[config.mk]
export PLATFORM = sky130hd
export DESIGN_NAME = ol_mac_seq
export DESIGN_NICKNAME = d
export VERILOG_FILES = /design/src/rtl/ol_pkg.sv /design/src/rtl/ol_mac_seq_fp32_gt.sv /design/src/rtl/ol_mac_seq.sv
export SDC_FILE = /design/constraint.sdc
export NUM_CORES = 1
export LEC_CHECK = 0
export CELL_PAD_IN_SITES_DETAIL_PLACEMENT = 0
export CELL_PAD_IN_SITES_GLOBAL_PLACEMENT = 1
export CORE_MARGIN = 2
export CORE_UTILIZATION = 30
export CTS_CLUSTER_SIZE = 24
export DETAILED_ROUTE_END_ITERATION = 6
export GPL_ROUTABILITY_DRIVEN = 0
export PLACE_DENSITY_LB_ADDON = 0.1
export REMOVE_ABC_BUFFERS = 1
export SETUP_SLACK_MARGIN = 0.15
export SYNTH_ARGS = -nofsm -noshare
export SYNTH_HDL_FRONTEND = slang
export SYNTH_HIERARCHICAL = 1
export SYNTH_SLANG_ARGS = --single-unit
[constraint.sdc]
create_clock -name clk -period 2.1 [get_ports clk]
set_clock_uncertainty 0.05 [all_clocks]
set_input_delay 0.315 -clock clk [delete_from_list [all_inputs] [get_ports clk]]
set_output_delay 0.315 -clock clk [all_outputs]
set_load 0.05 [all_outputs]
[src/rtl/ol_pkg.sv]
// Shared types and defaults for the output-layer MAC sequencer.
// Holds the FSM state encoding, the fp32 zero pattern and address-width helper.
package ol_pkg;

    localparam logic [31:0] FP_ZERO     = 32'h0000_0000;
    localparam int          N_IN_DEF    = 64;
    localparam int          N_OUT_DEF   = 10;
    localparam int          MAC_LAT_DEF = 8;

    typedef enum logic [2:0] {
        IDLE,
        CLR,
        FETCH,
        LOAD,
        HOLD,
        EMIT,
        DONE
    } state_t;

    // Width of an index over n entries; never narrower than one bit.
    function automatic int addr_w(input int n);
        return (n > 1) ? $clog2(n) : 1;
    endfunction

endpackage

[src/rtl/ol_mac_seq_fp32_gt.sv]
// Combinational a > b on fp32 bit patterns using sign-magnitude ordering.
// +0 and -0 compare equal; NaN patterns are not treated specially.
module fp32_gt (
    input  logic [31:0] a_i,
    input  logic [31:0] b_i,
    output logic        gt_o
);

    logic [30:0] mag_a;
    logic [30:0] mag_b;

    assign mag_a = a_i[30:0];
    assign mag_b = b_i[30:0];

    always_comb begin
        gt_o = 1'b0;
        if (mag_a == '0 && mag_b == '0) begin
            gt_o = 1'b0;
        end else if (!a_i[31] && b_i[31]) begin
            gt_o = 1'b1;
        end else if (a_i[31] && !b_i[31]) begin
            gt_o = 1'b0;
        end else if (!a_i[31]) begin
            gt_o = (mag_a > mag_b);
        end else begin
            // Both negative: smaller magnitude is the larger value.
            gt_o = (mag_a < mag_b);
        end
    end

endmodule

[src/rtl/ol_mac_seq.sv]
// Output-layer sequencer: feeds activation/weight pairs to an external fp32 MAC,
// holds them MAC_LAT cycles, accumulates via psum and emits one score per neuron.
// Optional argmax outputs are enabled by defining OL_ARGMAX_EN.
module ol_mac_seq
    import ol_pkg::*;
#(
    parameter int  N_IN    = N_IN_DEF,
    parameter int  N_OUT   = N_OUT_DEF,
    parameter int  MAC_LAT = MAC_LAT_DEF,
    localparam int IN_AW   = addr_w(N_IN),
    localparam int W_AW    = addr_w(N_IN * N_OUT),
    localparam int OUT_AW  = addr_w(N_OUT)
) (
    input  logic              clk,
    input  logic              rst,
    input  logic              start,
    output logic              busy,
    output logic              done,
    output logic [IN_AW-1:0]  in_addr,
    input  logic [31:0]       in_data,
    output logic [W_AW-1:0]   w_addr,
    input  logic [31:0]       w_data,
    output logic [31:0]       mac_ifmap,
    output logic [31:0]       mac_weight,
    output logic [31:0]       mac_psum,
    input  logic [31:0]       mac_ofmap,
    output logic              res_valid,
    output logic [OUT_AW-1:0] res_idx,
`ifdef OL_ARGMAX_EN
    output logic              pred_valid,
    output logic [OUT_AW-1:0] pred_class,
`endif
    output logic [31:0]       res_data
);

    localparam int              HC_W      = addr_w(MAC_LAT);
    localparam logic [HC_W-1:0] HOLD_LAST = HC_W'(MAC_LAT - 1);

    state_t              state_q,   state_d;
    logic [IN_AW-1:0]    in_addr_q, in_addr_d;
    logic [W_AW-1:0]     w_addr_q,  w_addr_d;
    logic [31:0]         ifmap_q,   ifmap_d;
    logic [31:0]         weight_q,  weight_d;
    logic [31:0]         psum_q,    psum_d;
    logic [HC_W-1:0]     hold_q,    hold_d;
    logic [OUT_AW-1:0]   neuron_q,  neuron_d;
    logic [OUT_AW-1:0]   res_idx_q, res_idx_d;
    logic [31:0]         res_data_q, res_data_d;

    always_comb begin
        state_d    = state_q;
        in_addr_d  = in_addr_q;
        w_addr_d   = w_addr_q;
        ifmap_d    = ifmap_q;
        weight_d   = weight_q;
        psum_d     = psum_q;
        hold_d     = hold_q;
        neuron_d   = neuron_q;
        res_idx_d  = res_idx_q;
        res_data_d = res_data_q;
        case (state_q)
            IDLE: begin
                if (start) begin
                    neuron_d = '0;
                    state_d  = CLR;
                end
            end
            CLR: begin
                psum_d    = FP_ZERO;
                in_addr_d = '0;
                w_addr_d  = W_AW'(int'(neuron_q) * N_IN);
                state_d   = FETCH;
            end
            FETCH: state_d = LOAD;
            LOAD: begin
                ifmap_d  = in_data;
                weight_d = w_data;
                hold_d   = '0;
                state_d  = HOLD;
            end
            HOLD: begin
                if (hold_q == HOLD_LAST) begin
                    psum_d = mac_ofmap;
                    if (in_addr_q == IN_AW'(N_IN - 1)) begin
                        res_data_d = mac_ofmap;
                        res_idx_d  = neuron_q;
                        state_d    = EMIT;
                    end else begin
                        in_addr_d = in_addr_q + 1'b1;
                        w_addr_d  = w_addr_q + 1'b1;
                        state_d   = FETCH;
                    end
                end else begin
                    hold_d = hold_q + 1'b1;
                end
            end
            EMIT: begin
                if (neuron_q == OUT_AW'(N_OUT - 1)) begin
                    state_d = DONE;
                end else begin
                    neuron_d = neuron_q + 1'b1;
                    state_d  = CLR;
                end
            end
            DONE:    state_d = IDLE;
            default: state_d = IDLE;
        endcase
    end

    always_ff @(posedge clk) begin
        if (rst) begin
            state_q    <= IDLE;
            in_addr_q  <= '0;
            w_addr_q   <= '0;
            ifmap_q    <= '0;
            weight_q   <= '0;
            psum_q     <= FP_ZERO;
            hold_q     <= '0;
            neuron_q   <= '0;
            res_idx_q  <= '0;
            res_data_q <= '0;
        end else begin
            state_q    <= state_d;
            in_addr_q  <= in_addr_d;
            w_addr_q   <= w_addr_d;
            ifmap_q    <= ifmap_d;
            weight_q   <= weight_d;
            psum_q     <= psum_d;
            hold_q     <= hold_d;
            neuron_q   <= neuron_d;
            res_idx_q  <= res_idx_d;
            res_data_q <= res_data_d;
        end
    end

    assign busy       = (state_q != IDLE);
    assign done       = (state_q == DONE);
    assign res_valid  = (state_q == EMIT);
    assign in_addr    = in_addr_q;
    assign w_addr     = w_addr_q;
    assign mac_ifmap  = ifmap_q;
    assign mac_weight = weight_q;
    assign mac_psum   = psum_q;
    assign res_idx    = res_idx_q;
    assign res_data   = res_data_q;

`ifdef OL_ARGMAX_EN
    logic [31:0]       max_val_q;
    logic [OUT_AW-1:0] max_idx_q;
    logic [OUT_AW-1:0] pred_class_q;
    logic              pred_valid_q;
    logic              cand_gt;
    logic              cand_wins;

    fp32_gt u_gt (
        .a_i  (res_data_q),
        .b_i  (max_val_q),
        .gt_o (cand_gt)
    );

    // First score of a pass always seeds the max; strict compare keeps lower index on ties.
    assign cand_wins = (neuron_q == '0) || cand_gt;

    always_ff @(posedge clk) begin
        if (rst) begin
            max_val_q    <= '0;
            max_idx_q    <= '0;
            pred_class_q <= '0;
            pred_valid_q <= 1'b0;
        end else begin
            pred_valid_q <= (state_d == DONE);
            if (state_q == EMIT) begin
                if (cand_wins) begin
                    max_val_q <= res_data_q;
                    max_idx_q <= neuron_q;
                end
                if (state_d == DONE) begin
                    pred_class_q <= cand_wins ? neuron_q : max_idx_q;
                end
            end
        end
    end

    assign pred_valid = pred_valid_q;
    assign pred_class = pred_class_q;
`endif

endmodule
# --- Word level (Yosys, flattened, before mapping) ---
# Index checks and enable logic that the tools add are counted.
classes:
  div: 0
  mux: 18
  shift: 0
  eq_ne: 14
  bitwise: 0
  magnitude_cmp: 0
  mul: 0
  n_reduce_logical: 11
  addsub: 4
op_table:
  columns: ["cell", "n"]
  rows:
  - ["$pmux 32 s2", 1]
  - ["$mux 32", 1]
  - ["$mux 10", 2]
  - ["$pmux 10 s2", 1]
  - ["$pmux 3 s6", 1]
  - ["$mux 3", 5]
  - ["$eq 3x3->1 const B", 4]
  - ["$mux 6", 2]
  - ["$pmux 6 s2", 1]
  - ["$add 10x1->10 const B", 1]
  - ["$ne 2x2->1 const B", 5]
  - ["$reduce_and 3->1", 3]
  - ["$mux 4", 2]
  - ["$pmux 4 s2", 1]
  - ["$add 6x1->6 const B", 1]
  - ["$eq 3x2->1 const B", 2]
  - ["$eq 6x6->1 const B", 1]
  - ["$pmux 3 s2", 1]
  - ["$reduce_and 2->1", 3]
  - ["$reduce_bool 2->1", 3]
  - ["$add 4x1->4 const B", 1]
  - ["$eq 4x4->1 const B", 1]
  - ["$add 3x1->3 const B", 1]
  - ["$eq 3x1->1 const B", 1]
  - ["other kinds (2)", 2]
totals:
  word_cells: 57
  latchBits: 0
  mem_bits_ro: 0
  n_memories: 0
  inputBits: 99
  ff_bits: 158
  ramBits: 0
  out_inout_bits: 151

# --- Logic depth before layout (Yosys ltp) ---
logic_depth:
  depth_word: 4
  depth_mapped: 8

# --- Worst setup path after synthesis ---
# No wires, ideal clock.
synth_path:
  path_type: "flip-flop to flip-flop"
  startpoint: "register in_addr_q[0], in the netlist in_addr[0]"
  endpoint: "register res_data_q[10], in the netlist res_data[10]"
  period_less_slack_ns: 2.158
  setup_time_ns: 0.132
  t_arrival_ns: 1.976
  setup_slack_ns: -0.058
  n_path_buf: 2
  stages_incl_launch_ff: 8
  path_cell_list: "dfxtp_1 ha_1 nand2_1 or3_1 clkbuf_1 clkbuf_1 nand2_1 a21oi_1"
synth_between:
  elab_chain_len: 2
synth_rtl:
  columns: ["item", "line_no", "rtl"]
  rows:
  - ["start: declaration", "ol_mac_seq.sv:40", "logic [IN_AW-1:0] in_addr_q, in_addr_d;"]
  - ["start signal: assignment", "ol_mac_seq.sv:124", "in_addr_q <= in_addr_d;"]
  - ["$eq 6x6->1", "ol_mac_seq.sv:84", "if (in_addr_q == IN_AW'(N_IN - 1)) begin"]
  - ["$reduce_and 3->1 (no source line)", null, null]
  - ["end signal: assignment", "ol_mac_seq.sv:132", "res_data_q <= res_data_d;"]
  - ["end: declaration", "ol_mac_seq.sv:48", "logic [31:0] res_data_q, res_data_d;"]
# No other way between the ends.
# A chain may end at the register's enable or synchronous reset.

# --- Worst setup path after layout ---
layout_path:
  startpoint: "register state_q[2]"
  endpoint: "output busy"
layout_between:
  elab_chain_len: 1
layout_rtl:
  columns: ["item", "line_no", "rtl"]
  rows:
  - ["start: declaration", "ol_mac_seq.sv:39", "state_t state_q, state_d;"]
  - ["start signal: assignment", "ol_mac_seq.sv:123", "state_q <= state_d;"]
  - ["$reduce_bool 3->1", "ol_mac_seq.sv:136", "assign busy = (state_q != IDLE);"]
  - ["end: declaration", "ol_mac_seq.sv:17", "output logic busy,"]
# No other way between the ends.

==> key figures <==
Power
  – Sw Ratio: about 28%
  – Peak VDD IR: approximately 0.56 mV
  – Power Density: 863.4 nW/um2
  – P_sw: approximately 0.0024 W
  – Comb pwr share: between 20% and 30%
  – Lkg Pwr: 5.249 nW
  – Cell-internal power: 0.006165 W
  – Register share of total power: a little under two fifths
  – Clock Power Share: a little over two fifths

Critical path
  – Kind of end point of the critical path: output pin
  – Crit path max-delay family: buffers and inverters
  – Worst Path Required: 1.74 ns
  – Crit path kind: reg -> out
  – WP buf/inv: 3
  – CP max FO: 14
  – Startpoint class of the critical path: flop
  – Worst path arrival time: 1.55 ns
  – Worst-path cell chain: buf_4, nor3_2, inv_1, buf_12
  – CP max stage cell: nor3_2
  – Crit-path max cell delay: 0.33 ns

Synthesis
  – Post-Synth XOR/XNOR Area: 0.4338%
  – Largest family of logic cells by synthesized area: simple AND/OR/NAND/NOR gates
  – Top cell type by total area after synthesis: dfxtp_1
  – Yosys reg bits: 158
  – Syn avg cell area: 7.938 um2
  – Top post-synthesis cells by area: dfxtp_1 52%, nand2_1 16%, a21oi_1 12%, nand3_1 3.6%, clkbuf_1 3.2%
  – Synthesized-area fraction occupied by adder cells: 1.239%
  – Post-Synthesis Cell Area: 6057 um2
  – Synth Area in Simple Gates: between 20% and 30%
  – Post-synth top area share: 52.22%
  – Register area share after synthesis: between 50% and 60%
  – Synth Warn #: 6
  – Post-synth cell types: between 40 and 50
  – Cell count after synthesis: approximately 760
  – Mux cell area share after synthesis: less than 1%
  – Compound-gate portion of the synthesized area: 16.98%

Floorplan
  – Initial cell density of the core: a little under a third
  – Site row count: 51
  – Die Width: between 100 and 150 um
  – Die H: 146.1 um
  – Core ar.: a little under 20000 um2
  – DIE AREA: 21340 um2
  – Ports: 250

Global routing
  – GRT Total Usage: around 18%
  – Vias in the first global route: 5575
  – Largest net degree at the start of global routing: 50
  – Initial antenna violation count: 2
  – GRT Residual Overflow: 0
  – First-pass GRT wire length: around 32 mm

Route
  – Mean routed wirelength per cell: 15.63 um
  – Drt initial violations: 253
  – Antenna Nets Post-Route: 0
  – DRC: 0
  – Via count: 5917
  – DR pass1 iterations: 5
  – Vias per cell: about 4.6
  – Routed WL: 20.03 mm

Finish
  – Commonest non-fill, non-tap cell in the layout: nand2_1
  – Layout Nets: around 1100
  – Layout Utilization: 50.65%
  – Most frequent cells in the layout: 250 x nand2_1, 158 x dfxtp_1, 143 x a21oi_1
  – Non-Filler Instances: 1281
  – Layout cells sized above 1: 7.002%
  – Synthesis-to-layout area growth: 64.35%

STA
  – Final Critical Period: 1.913 ns
  – Setup_tns: 0 ns
  – Hold slack: roughly 0.29 ns
  – Worst slew pin tran: 0.5732 ns
  – RSZ-0062 raised after global routing: true
  – Fin. Hold Viols: 0
  – Slew Viols, Final: 0
  – Final setup violation count: 0
  – Fmax: 522.9 MHz
  – Tcrit/Tclk final: around nine tenths
  – Slew headroom: about three fifths
  – Fin worst setup slack: 0.1874 ns

Clock tree
  – Worst-path clk slew: 0.06 ns
  – Clk Latency, worst-skew pair: 0.41 ns
  – CTS tree: done
  – Clk buf depth: 2
  – Clock sink count: about 160
  – H-tree levels: 4
  – Inserted Clock Buffers: 17
  – CTS root buf: clkbuf_16

Place
  – HPWL after DPL: 13.34 mm
  – Pre-CTS WS: 0.2393 ns
  – Port buffer count: approximately 250
  – Placed insts: 1247

Min path
  – Worst hold-check path type: in -> reg

Job
  – Max Cap Viol: 0

Outcome
  – Outcome: finished clean
## timing repair
| item | 4_1_cts | 5_1_grt |
|---|---|---|
| resized for setup | 47 | 97 |
| pin swaps | 0 | 0 |
| gates cloned | 0 | 1 |
| setup buffers | 0 | 1 |
| setup endpoints to repair | 47 | 116 |
| hold buffers | 0 | 0 |
## kinds of logic after synthesis
logic type,Yosys count
XOR/XNOR,3
flip-flops,158
AO/OA/AOI/OAI,184
buffers and inverters,64
AND/OR/NAND/NOR,343
adder cells (fa/ha/maj),6
multiplexers,5
## metrics by stage
| stage | power [W] | cell area (um2) |
|---|---|---|
| floorplan | 0.004161 | 5833 |
| global placement | 0.005105 | 9032 |
| detailed placement | 0.005096 | 9032 |
| CTS | 0.008709 | 9662 |
| global route | 0.008993 | 9952 |
| finish | 0.008595 | 9955 |
## metal layers
metal  GRT usage (%)  share of wire (%)  vias to the layer above
li1                -                  -                     3058
met1           23.58                 46                     2689
met2           29.98                 47                      149
met3           4.438                4.2                       21
met4           5.971                1.8                        0
met5               0                  0                        -
## flip-flops by register name, summed over array words and instances (netlist names)
name        cells
state_q         3
neuron_q        4
in_addr         6
mac_psum       32
res_data       32
res_idx         4
mac_weight     32
hold_q          3
mac_ifmap      32
w_addr         10
## cells in the mapped netlist
library cell / number
nand2_1: 251
dfxtp_1: 158
a21oi_1: 145
clkbuf_1: 52
nand3_1: 44
nor2_1: 9
or3_1: 9
a211oi_1: 7
inv_1: 7
ha_1: 6
mux2i_1: 5
o2111ai_1: 5
nand4_1: 4
o21ai_0: 4
o31ai_1: 4
a22oi_1: 3
a31o_1: 3
nand2b_1: 3
nand3b_1: 3
nor3_1: 3
nor4_1: 3
xor2_1: 3
a21o_1: 2
and2_1: 2
and3_1: 2
buf_1: 2
buf_2: 2
nor2b_1: 2
o21a_1: 2
o21ai_1: 2
o32ai_1: 2
or4_1: 2
a2111oi_0: 1
a221oi_1: 1
a221oi_2: 1
a2bb2oi_1: 1
and3b_1: 1
buf_6: 1
nand4bb_1: 1
nor3_2: 1
nor3b_1: 1
nor3b_2: 1
o41ai_1: 1
or3b_1: 1
## worst reg2reg max path: cells and delay by family, from the launching register on
kind            cells  cell delay, ns
buf+inv             4            0.72
simple gates        3            0.49
flops               1            0.39
compound gates      1            0.11
## layout make-up
class	count	area (um2)
antenna	2	5.005
clock buffer	20	446.7
clock inverter	10	235.2
fill	1997	9699
inverter	7	26.28
multi-input combinational	541	2675
sequential	158	3163
tap	265	331.6
timing repair buffer	278	3072
## path summary, 6_finish.rpt
check,slack [ns],start,to,cells after the start
setup / recovery,0.19,state_q[2]$_SDFFE_PP0P_,busy,4
hold reg to reg,0.40,mac_psum[3]$_SDFFE_PP0P_,mac_psum[3]$_SDFFE_PP0P_,2
hold / removal,0.29,rst,w_addr[1]$_SDFFE_PP0P_,2
setup reg to reg,0.26,state_q[0]$_SDFFE_PP0P_,res_data[5]$_SDFFE_PP0P_,8
## power by group through the flow
stage	combinational, W	sequential [W]	clock [W]
final	0.00181	0.00318	0.00360
after global routing	0.00195	0.00320	0.00384
after CTS	0.00184	0.00318	0.00368
after detailed placement	0.00185	0.00325	0
after global placement	0.00186	0.00325	0
after floorplan	0.000543	0.00362	0
Power figures use the tool's default switching activity.
